File: src/rtl/systolic_skew_feeder.sv
// Staging buffer for one DIM x DIM operand matrix, streamed into the MAC array lanes with diagonal skew.
// Define TPU_FEED_TRANSPOSE_EN for column-major (B-side) feed; the default build is row-major.
module systolic_skew_feeder #(
  parameter int BITS_AB = 8,
  parameter int DIM     = 8
) (
  input  logic                       clk,
  input  logic                       rst_n,
  input  logic                       en,
  input  logic                       WrEn,
  input  logic [$clog2(DIM)-1:0]     Arow,
  input  logic [DIM*BITS_AB-1:0]     Ain,
  input  logic                       start,
  output logic [DIM*BITS_AB-1:0]     Aout,
  output logic [DIM-1:0]             Avalid,
  output logic                       busy,
  output logic                       done
);

  localparam int T_W = $clog2(2 * DIM);
  localparam logic [T_W-1:0] T_LAST = T_W'(2 * DIM - 1);

  typedef enum logic {
    IDLE,
    FEED
  } state_e;

  state_e                 state_q, state_d;
  logic [T_W-1:0]         t_q, t_d;
  logic [DIM*BITS_AB-1:0] aout_q, aout_d;
  logic [DIM-1:0]         avalid_q, avalid_d;
  logic                   done_q, done_d;
  logic [BITS_AB-1:0]     mem_q [DIM][DIM];
  logic [BITS_AB-1:0]     mem_d [DIM][DIM];

  logic [T_W-1:0]         t_sel;
  logic [DIM*BITS_AB-1:0] slot_data;
  logic [DIM-1:0]         slot_valid;

  // Lane i carries the element whose index pair sums to the slot number, so
  // each lane sees its vector exactly i slots after lane 0.
  always_comb begin
    t_sel      = (state_q == FEED) ? t_q : '0;
    slot_data  = '0;
    slot_valid = '0;
    for (int i = 0; i < DIM; i++) begin
      for (int c = 0; c < DIM; c++) begin
        if (t_sel == T_W'(i + c)) begin
`ifdef TPU_FEED_TRANSPOSE_EN
          slot_data[i*BITS_AB +: BITS_AB] = mem_q[c][i];
`else
          slot_data[i*BITS_AB +: BITS_AB] = mem_q[i][c];
`endif
          slot_valid[i] = 1'b1;
        end
      end
    end
  end

  // NOTE: every signal gets a default before the case so no path leaves it unassigned and no latch is inferred.
  always_comb begin
    state_d  = state_q;
    t_d      = t_q;
    aout_d   = aout_q;
    avalid_d = avalid_q;
    done_d   = 1'b0;
    mem_d    = mem_q;
    case (state_q)
      IDLE: begin
        aout_d   = '0;
        avalid_d = '0;
        if (WrEn) begin
          for (int j = 0; j < DIM; j++) begin
            mem_d[Arow][j] = Ain[j*BITS_AB +: BITS_AB];
          end
        end else if (start && en) begin
          state_d  = FEED;
          aout_d   = slot_data;
          avalid_d = slot_valid;
          t_d      = T_W'(1);
        end
      end
      FEED: begin
        if (en) begin
          if (t_q == T_LAST) begin
            aout_d   = '0;
            avalid_d = '0;
            done_d   = 1'b1;
            state_d  = IDLE;
            t_d      = '0;
          end else begin
            aout_d   = slot_data;
            avalid_d = slot_valid;
            t_d      = t_q + T_W'(1);
          end
        end
      end
      default: state_d = IDLE;
    endcase
  end

  // NOTE: non-blocking assignments here so every flop samples the pre-edge value of every other flop.
  always_ff @(posedge clk or negedge rst_n) begin
    if (!rst_n) begin
      state_q  <= IDLE;
      t_q      <= '0;
      aout_q   <= '0;
      avalid_q <= '0;
      done_q   <= 1'b0;
      // NOTE: the matrix storage is reset on purpose; a feed after reset must stream zeros, not stale operands.
      mem_q    <= '{default: '0};
    end else begin
      state_q  <= state_d;
      t_q      <= t_d;
      aout_q   <= aout_d;
      avalid_q <= avalid_d;
      done_q   <= done_d;
      mem_q    <= mem_d;
    end
  end

  assign Aout   = aout_q;
  assign Avalid = avalid_q;
  assign busy   = (state_q == FEED);
  assign done   = done_q;

endmodule

File: config.mk
export PLATFORM = sky130hd
export DESIGN_NAME = systolic_skew_feeder
export DESIGN_NICKNAME = d
export VERILOG_FILES = /design/src/rtl/systolic_skew_feeder.sv
export SDC_FILE = /design/constraint.sdc
export NUM_CORES = 1
export LEC_CHECK = 0
export BUFFER_PORTS_ARGS = -buffer_cell sky130_fd_sc_hd__buf_2
export CAP_MARGIN = 20
export CORE_MARGIN = 2
export CORE_UTILIZATION = 35
export DETAILED_ROUTE_END_ITERATION = 10
export GPL_ROUTABILITY_DRIVEN = 1
export PLACE_DENSITY = 0.58
export SETUP_SLACK_MARGIN = 0.02
export SKIP_CTS_REPAIR_TIMING = 1
export SLEW_MARGIN = 20
export SYNTH_ARGS = -nofsm -noshare
export SYNTH_HDL_FRONTEND = slang
export SYNTH_SLANG_ARGS = --single-unit
File: constraint.sdc
create_clock -name clk -period 2.3 [get_ports clk]
set_input_delay 0 -clock clk [delete_from_list [all_inputs] [get_ports clk]]
set_output_delay 0 -clock clk [all_outputs]
set_load 0.02 [all_outputs]
==> impl_metrics.yaml <==
status:
  status: "finished clean"
synth:
  synth_top_family_by_area: "multiplexers"
  synth_commonest_cells: "dfrtp_1 (590), mux2_2 (514), o21ai_0 (131), nand2_1 (88), buf_2 (85)"
  synth-seq-cells: 590
  synthesis.area_um2: 26800
  synthAdderAreaFrac: 0.000466
  synth_compound_area_frac: 0.130
  synth.largest_area_cell: "dfrtp_1"
  synth_warnings: 0
  ys_types: 79
  synth_edf_count: 0
  synth-xor-area-share: 0.000653
  synthMuxAreaShare: 0.223
  yosys-top-cells-area: "dfrtp_1 (55%), mux2_2 (22%), o21ai_0 (2.4%)"
  synth.yosys.seq_area_share: 0.550
  yosys.area_share.simple: 0.0645
  async_reset_ff_frac: 1.00
  synth_area_per_cell_um2: 12.7
  syn_nets: 2188
  synth_most_common_cell: "dfrtp_1"
  synth_top_area_share: 0.550
  yosys_most_used_dff: "dfrtp_1"
  netlist_instances: 2115
floorplanning:
  core_um2: 75900
  row_count: 101
  fp.dieArea_um2: 78900
  die_w_um: 281
  io_pins: 146
  die-height_um: 281
  initial_core_util: 0.353
worst_setup_path:
  worstSetupPathType: "register to register"
  crit_required_ns: 2.84
  end_kind: "register"
  start_kind: "register"
  worstPathMaxFanout: 6
  arrival_ns: 2.82
global_route:
  antenna_found_initial: 15
  grt.overflow.total: 0
  grt_usage: 0.287
  grt_use_met2: 0.443
  grt_max_degree: 90
  use_met1: 0.401
  grt_pass1_wl_mm: 160
  top_usage_layer: "met2"
  grtUsageMet3: 0.0520
  grt_pass1_vias: 21000
cts:
  htree_levels: 3
  numCtsBuffers: 67
  clkLatencyLatePin_ns: 0.62
  clockRootBuffer: "clkbuf_16"
  numClockSinks: 590
  clkTransAtPathRegs_ns: 0.06
  cts_tree: "done"
  clk_path_buf_depth: 3
power_and_ir_drop:
  power_density_nw_per_um2: 1420
  power_leakage_nw: 15.8
  p_total_w: 0.0490
  ir_drop_mv: 0.804
layout:
  layout-drive-gt1-share: 0.456
  final_nets: 2626
  final_cells: 3636
  syn2layout_area_growth_pct: 28.8
  fin_util: 0.455
placement:
  port_buffers: 145
  dp_slack_ns: -0.623
  place_inst: 3419
  routabilityCongestion: 0.951
  dp_hpwl_mm: 81.5
timing:
  hold_violations: 0
  post-route-period-util: 0.993
  setup_violations: 0
  max_slew_margin: 0.472
  tns_ns: 0
  clock_skew_ns: 0.0201
  fin_ws_ns: 0.0160
  fmax_mhz: 438
  tightestPinTransition_ns: 0.783
  fin_crit_ns: 2.28
  finalMaxSlewViolations: 0
  grt_setup_unrepaired: "yes"
routing:
  firstDrtPassIters: 7
  via_count: 21500
  vias_per_cell: 5.90
  wl_per_cell_um: 31.5
  drtAntennaViolNets: 0
  drcViolationCount: 0
  first_iter_violations: 2127
  drt-total-wl_mm: 115
flow_run:
  maxCapViolCount: 0
min_path:
  hold_class: "primary input to register"
-- metal layers --
metal | share of wire | wire length [um]
met1 | 0.43 | 48900
met3 | 0.078 | 8930
met2 | 0.45 | 51600
met5 | 0 | 0
met4 | 0.046 | 5240
-- path summary, 6_finish.rpt --
kind	slack (ns)	startpoint	depth (start not counted)	end
worst max register to register	0.02	t_q[1]	7	Aout[11]
worst min-delay path	0.03	Ain[13]	2	mem_q[53]
worst max-delay path	0.02	t_q[1]	7	Aout[11]
max in group asynchronous	1.60	rst_n	3	mem_q[324]
min in group asynchronous	0.19	rst_n	3	mem_q[80]
worst min register to register	0.48	Avalid[3]	2	Avalid[3]
-- worst max-delay path, cell delays in order, from the launching register on --
cell and delay (ns):
dfrtp_2 0.49, buf_6 0.18, or3b_4 0.46, a21boi_4 0.29, a2111oi_1 0.10, buf_4 0.16, a211o_1 0.36, a22oi_2 0.18
-- metrics by stage --
stage	hold slack, ns	area, um2
2_1_floorplan	-0.296	26800
3_3_place_gp	-0.00939	31000
3_5_place_dp	-0.00821	31000
4_1_cts	-0.646	33300
5_1_grt	0.00637	34600
6_report	0.0328	34600
-- state kept, by name (all words and copies together), names as in the netlist --
name    cells
Aout       64
Avalid      8
mem_q     512
t_q         4
busy        1
done        1
-- area by class of cell --
type | instances | area (um2)
multi-input cells | 1355 | 11700
well taps | 1030 | 1290
clock buffers | 97 | 1980
repair buffers | 527 | 4510
inverters | 12 | 48.8
flip-flops and latches | 590 | 14800
clock inverters | 23 | 309
fillers | 6907 | 41400
diodes | 2 | 5.00
-- placed cells by master (no fill, tap or decap), types with 14 or more instances in the layout --
cell type,n
a21oi_1,67
a221o_1,14
a221oi_1,17
a222oi_1,15
a22o_1,31
a22oi_1,32
and3_1,18
buf_12,55
buf_2,144
buf_4,253
clkbuf_16,70
clkbuf_8,15
dfrtp_1,586
dlygate4sd3_1,61
mux2_2,513
mux2i_1,19
nand2_1,84
nand2b_1,16
nand3_1,23
nor2_1,51
nor3_1,22
o21ai_0,124
o22ai_1,17
-- logic make-up (layout without fill, tap and decap cells) --
kind of cell | Yosys count | in the layout
DFF | 590 | 590
muxes | 534 | 534
AOI/OAI and AO/OA | 496 | 496
and+or+nand+nor | 322 | 322
buffers and inverters | 170 | 659
xor gates and xnor gates | 2 | 2
adders and majority gates | 1 | 1
other | 0 | 2
-- power by group --
group | switching [W] | internal (W)
clock network | 0.00448 | 0.00669
registers | 0.00296 | 0.0148
logic | 0.0108 | 0.00928
total | 0.0182 | 0.0308
No activity file was read; power rests on OpenSTA's default activity.
